==> config.mk <==
export PLATFORM = sky130hd
export DESIGN_NAME = mac_engine
export DESIGN_NICKNAME = d
export VERILOG_FILES = /design/src/rtl/mac_engine.sv
export SDC_FILE = /design/constraint.sdc
export NUM_CORES = 1
export LEC_CHECK = 0
export ABC_AREA = 1
export ABC_CLOCK_PERIOD_IN_PS = 6590
export CAP_MARGIN = 20
export CORE_AREA = 2 2 191 193
export DETAILED_ROUTE_END_ITERATION = 6
export DIE_AREA = 0 0 193 195
export PLACE_DENSITY = 0.72
export SLEW_MARGIN = 20
export SYNTH_ARGS = -nofsm -noshare
export SYNTH_HDL_FRONTEND = slang
export SYNTH_SLANG_ARGS = --single-unit
export TNS_END_PERCENT = 20
==> constraint.sdc <==
create_clock -name clk -period 6.59 [get_ports clk]
set_input_delay 0.659 -clock clk [delete_from_list [all_inputs] [get_ports clk]]
set_output_delay 0.659 -clock clk [all_outputs]
set_load 0.05 [all_outputs]
==> src/rtl/mac_engine.sv <==
// ============================================================================
// mac_engine : parametrised multiply-accumulate engine with repeat-MAC mode
//              (T/P/accumulator datapath plus a 2-stage streaming MAC pipe).
//              Optional build macro: MAC_ENGINE_SAT_EN (saturating accumulate).
// Revision   : 1.0 - initial release
// ============================================================================
`default_nettype none

module mac_engine #(
  parameter int DATA_W  = 16,
  parameter int ACC_W   = 32,
  parameter int SHIFT_W = 4,
  parameter int RPT_W   = 8
) (
  input  logic                  clk,
  input  logic                  reset,
  input  logic                  op_valid,
  output logic                  op_ready,
  input  logic [2:0]            op,
  input  logic [DATA_W-1:0]     op_data,
  input  logic [SHIFT_W-1:0]    op_shift,
  input  logic [RPT_W-1:0]      rpt_count,
  input  logic                  s_valid,
  output logic                  s_ready,
  input  logic [DATA_W-1:0]     s_a,
  input  logic [DATA_W-1:0]     s_b,
  output logic [DATA_W-1:0]     t_out,
  output logic [2*DATA_W-1:0]   p_out,
  output logic [ACC_W-1:0]      acc_out,
  output logic                  ovf,
  output logic                  busy,
  output logic                  done
);

  localparam int c_PW = 2 * DATA_W;

  localparam logic [2:0] c_OP_LT     = 3'd1;
  localparam logic [2:0] c_OP_MPY    = 3'd2;
  localparam logic [2:0] c_OP_APAC   = 3'd3;
  localparam logic [2:0] c_OP_SPAC   = 3'd4;
  localparam logic [2:0] c_OP_ZAC    = 3'd5;
  localparam logic [2:0] c_OP_LAC    = 3'd6;
  localparam logic [2:0] c_OP_RPTMAC = 3'd7;

  typedef enum logic [1:0] {
    S_IDLE  = 2'd0,
    S_RUN   = 2'd1,
    S_DRAIN = 2'd2
  } state_e;

  generate
    if (ACC_W < 2 * DATA_W) begin : g_bad_acc_w
      $error("mac_engine: ACC_W must be >= 2*DATA_W");
    end
  endgenerate

  state_e              state_q, state_d;
  logic [DATA_W-1:0]   t_q, t_d;
  logic [c_PW-1:0]     p_q, p_d;
  logic [ACC_W-1:0]    acc_q, acc_d;
  logic                ovf_q, ovf_d;
  logic                pv_q, pv_d;
  logic [RPT_W-1:0]    cnt_q, cnt_d;
  logic                done_q, done_d;

  // One multiplier serves both MPY (T * op_data) and the stream (s_a * s_b).
  logic [DATA_W-1:0]   w_mul_a, w_mul_b;
  logic [c_PW-1:0]     w_prod;
  assign w_mul_a = (state_q == S_RUN) ? s_a : t_q;
  assign w_mul_b = (state_q == S_RUN) ? s_b : op_data;
  assign w_prod  = c_PW'($signed(w_mul_a)) * c_PW'($signed(w_mul_b));

  // Shared add/subtract of sign-extended P into the accumulator.
  logic                w_sub;
  logic [ACC_W-1:0]    w_p_ext, w_addend, w_sum, w_acc_res;
  logic                w_add_ovf;
  assign w_sub     = (state_q == S_IDLE) && op_valid && (op == c_OP_SPAC);
  assign w_p_ext   = ACC_W'($signed(p_q));
  assign w_addend  = w_sub ? ~w_p_ext : w_p_ext;
  assign w_sum     = acc_q + w_addend + ACC_W'(w_sub);
  assign w_add_ovf = (acc_q[ACC_W-1] == w_addend[ACC_W-1]) &&
                     (w_sum[ACC_W-1] != acc_q[ACC_W-1]);

`ifdef MAC_ENGINE_SAT_EN
  localparam logic [ACC_W-1:0] c_ACC_MAX = {1'b0, {(ACC_W-1){1'b1}}};
  localparam logic [ACC_W-1:0] c_ACC_MIN = {1'b1, {(ACC_W-1){1'b0}}};
  // An overflow always leaves the result on the far side of acc's own sign.
  assign w_acc_res = w_add_ovf ? (acc_q[ACC_W-1] ? c_ACC_MIN : c_ACC_MAX) : w_sum;
`else
  assign w_acc_res = w_sum;
`endif

  logic [ACC_W-1:0]    w_op_ext, w_lac;
  assign w_op_ext = ACC_W'($signed(op_data));
  assign w_lac    = w_op_ext << op_shift;

  always_comb begin
    state_d = state_q;
    t_d     = t_q;
    p_d     = p_q;
    acc_d   = acc_q;
    ovf_d   = ovf_q;
    pv_d    = pv_q;
    cnt_d   = cnt_q;
    done_d  = 1'b0;

    case (state_q)
      S_IDLE: begin
        if (op_valid) begin
          case (op)
            c_OP_LT:   t_d = op_data;
            c_OP_MPY:  p_d = w_prod;
            c_OP_APAC,
            c_OP_SPAC: begin
              acc_d = w_acc_res;
              if (w_add_ovf) ovf_d = 1'b1;
            end
            c_OP_ZAC: begin
              acc_d = '0;
              ovf_d = 1'b0;
            end
            c_OP_LAC: begin
              acc_d = w_lac;
              ovf_d = 1'b0;
            end
            c_OP_RPTMAC: begin
              cnt_d   = rpt_count;
              state_d = S_RUN;
            end
            default: ;
          endcase
        end
      end

      S_RUN: begin
        if (s_valid) begin
          p_d  = w_prod;
          pv_d = 1'b1;
          if (cnt_q == '0) state_d = S_DRAIN;
          else             cnt_d   = cnt_q - RPT_W'(1);
        end else begin
          pv_d = 1'b0;
        end
      end

      S_DRAIN: begin
        state_d = S_IDLE;
        pv_d    = 1'b0;
        done_d  = 1'b1;
      end

      default: state_d = S_IDLE;
    endcase

    // Stage 2: pv is only ever set in RUN/DRAIN, so it never collides with APAC/SPAC.
    if (pv_q) begin
      acc_d = w_acc_res;
      if (w_add_ovf) ovf_d = 1'b1;
    end
  end

  always_ff @(posedge clk or posedge reset) begin
    if (reset) begin
      state_q <= S_IDLE;
      t_q     <= '0;
      p_q     <= '0;
      acc_q   <= '0;
      ovf_q   <= 1'b0;
      pv_q    <= 1'b0;
      cnt_q   <= '0;
      done_q  <= 1'b0;
    end else begin
      state_q <= state_d;
      t_q     <= t_d;
      p_q     <= p_d;
      acc_q   <= acc_d;
      ovf_q   <= ovf_d;
      pv_q    <= pv_d;
      cnt_q   <= cnt_d;
      done_q  <= done_d;
    end
  end

  assign op_ready = (state_q == S_IDLE);
  assign s_ready  = (state_q == S_RUN);
  assign busy     = (state_q != S_IDLE);
  assign t_out    = t_q;
  assign p_out    = p_q;
  assign acc_out  = acc_q;
  assign ovf      = ovf_q;
  assign done     = done_q;

endmodule

`default_nettype wire

==> impl_metrics.env <==
export IMPL_rsz0062_at_grt="yes"
export IMPL_status="finished with violations"
export IMPL_grt_pass1_wl_um=91400
export IMPL_synth_ff_type="dfrtp_1"
export IMPL_finalCritPeriodShare=0.980
export IMPL_placed_area_um2=20900
export IMPL_num_fill_cells=3133
export IMPL_max_stage_delay_ps=540
export IMPL_max_cap_violations=0
export IMPL_max_slew_margin_rel=0.299
export IMPL_finalSetupTns_ps=0
export IMPL_timing_fmax_mhz=155
export IMPL_cp_end_kind="register"
export IMPL_syn_area_um2=17200
export IMPL_slowest_stage="fa_1"
export IMPL_cts_tree="yes"
export IMPL_cp_max_fo=7
export IMPL_clk_latency_ps=360
export IMPL_rows=69
export IMPL_async_flop_share=1.00
export IMPL_clock_skew_ps=15.0
export IMPL_antenna_cells=0
export IMPL_violations="design-rule violations"
export IMPL_start_kind="register"
export IMPL_ys_warn_count=0
export IMPL_numCtsBuffers=9
export IMPL_io_buffers=151
export IMPL_synth_common_cells="inv_1 (466), nand2_1 (425), nor2_1 (265), fa_1 (263), o21ai_0 (157)"
export IMPL_fin_nets=3091
export IMPL_drc=6
export IMPL_worst_pin_slew_ps=1050
export IMPL_synth_area_per_cell_um2=7.51
export IMPL_path_common_cell="fa_1"
export IMPL_hp_class="register to register"
export IMPL_drive_gt1_frac=0.161
export IMPL_syn_num_nets=2740
export IMPL_ant_nets=0
export IMPL_fin_area_um2=22000
export IMPL_yosysSeqAreaShare=0.135
export IMPL_via_per_inst=5.39
export IMPL_gp_congestion=0.996
export IMPL_synth_seq_cells=93
export IMPL_antenna_found_initial=0
export IMPL_root_buffer="clkbuf_16"
export IMPL_start_util=0.486
export IMPL_cp_arrival_ps=6740
export IMPL_syn_inst=2292
export IMPL_cts_max_path_buffers=2
export IMPL_grt_max_degree=70
export IMPL_grt_use_total=0.321
export IMPL_drt_iter0_drc=1326
export IMPL_yosysUniqueCellTypes=52
export IMPL_io_pins=152
export IMPL_overflow=0
export IMPL_num_vias=16700
export IMPL_die_h_um=195
export IMPL_maxSlewViolCount=0
export IMPL_htreeDepth=3
export IMPL_cts_hold_buf=0
export IMPL_dieArea_um2=37600
export IMPL_synth_top_area_cell="fa_1"
export IMPL_routedWlPerCell_um=19.1
export IMPL_core_area_um2=35400
export IMPL_cp_required_ps=6870
export IMPL_synth_most_common_cell="inv_1"
export IMPL_setup_viol=0
export IMPL_timing_final_crit_period_ps=6460
export IMPL_synth_top_cells_by_area="fa_1 (31%), dfrtp_1 (14%), inv_1 (10%), nand2_1 (9.3%), ha_1 (8.6%)"
export IMPL_critPathKind="register to register"
export IMPL_routed_wl_um=59400
export IMPL_worst_slack_ps=129
export IMPL_yosysTopAreaCellShare=0.306
export IMPL_final_hold_viol_count=0
export IMPL_dp_hpwl_um=50500
export IMPL_first_pass_iters=7
export IMPL_place_ws_ps=-415
export IMPL_reg2reg_slack_ps=130
export IMPL_fp_dieW_um=193
export IMPL_syn_to_final_growth_pct=27.7
export IMPL_path_clk_slew_ps=80
export IMPL_synth_edf_count=0
export IMPL_grt_pass1_vias=16700
export IMPL_cts_sinks=93
==> cells by family after synthesis <==
group           count (synthesis)  synth area share
simple gates                  840             0.199
buf+inv                       538             0.119
fa+ha+maj                     381             0.392
compound gates                370             0.119
flops                          93             0.135
xor+xnor                       62            0.0315
mux                             8           0.00465
==> stage by stage <==
step	std cells	hold WS [ps]	utilization
2_1_floorplan	2292	478	-
3_5_place_dp	3073	509	0.589
4_1_cts	3089	527	0.599
6_report	3109	524	0.621
3_3_place_gp	3073	501	0.589
5_1_grt	3109	537	0.621
==> metal layers <==
metal  track usage  share of wire  vias to the layer above
met3        0.0448          0.074                      114
met4         0.107          0.038                        0
met2         0.543           0.48                      684
li1              -              -                     7808
met5             0              0                        -
met1         0.422           0.41                     8143
==> placed cells by master (no fill, tap or decap), types with 8 or more instances in the layout <==
cell / n
a21oi_1: 100
a21oi_2: 17
a221oi_1: 12
a31oi_1: 14
buf_12: 8
buf_4: 228
clkbuf_16: 12
clkdlybuf4s50_1: 151
dfrtp_1: 92
fa_1: 252
fa_2: 11
ha_1: 103
ha_4: 13
inv_1: 450
inv_2: 23
mux2i_1: 8
nand2_1: 419
nand3_1: 74
nand4_1: 16
nor2_1: 234
nor2_2: 22
nor2_4: 11
nor3_1: 14
o21ai_0: 133
o21ai_1: 35
o21ai_2: 12
or2_2: 21
xnor2_1: 30
xor2_1: 32
==> cell type report <==
class / instances / area, um^2 / share of cell area
Timing Repair Buffer: 397 / 3540 / 0.161
Sequential cell: 93 / 2330 / 0.106
Tap cell: 461 / 577 / 0.0262
Multi-Input combinational cell: 1661 / 13400 / 0.609
Inverter: 481 / 1820 / 0.0827
Clock buffer: 10 / 229 / 0.0104
Clock inverter: 6 / 92.6 / 0.00421
==> sequential cells by signal, indices dropped and copies added (netlist names) <==
name,count
t_out,16
p_out,32
done,1
state_q,2
ovf,1
pv_q,1
cnt_q,8
acc_out,32
==> worst max-delay path: cells and delay by family (launching register included) <==
| kind | cells | cell delay (ps) |
|---|---|---|
| compound gates | 3 | 500 |
| flops | 1 | 410 |
| fa+ha+maj | 8 | 3540 |
| simple gates | 5 | 810 |
| buf+inv | 10 | 1100 |
==> worst paths after layout <==
kind / end / cells after the start / startpoint
hold reg to reg: t_out[7] / 2 / t_out[7]
setup reg to reg: p_out[21] / 26 / state_q[1]
max in group asynchronous: p_out[29] / 3 / reset
setup / recovery: p_out[21] / 26 / state_q[1]
min in group asynchronous: cnt_q[7] / 2 / reset
hold / removal: t_out[7] / 2 / t_out[7]
==> repair_timing <==
item                       in CTS  in global routing
pin swaps                       0                 40
hold endpoints to repair        0                  0
cloned                          0                  3
setup buffers                   0                 17
setup endpoints to repair      17                 22
gates resized for setup         5                170
Power of run 1 is left out: the tool's default activity adds up to more than one toggle a clock period on the data nets, which glitch-free logic cannot reach.
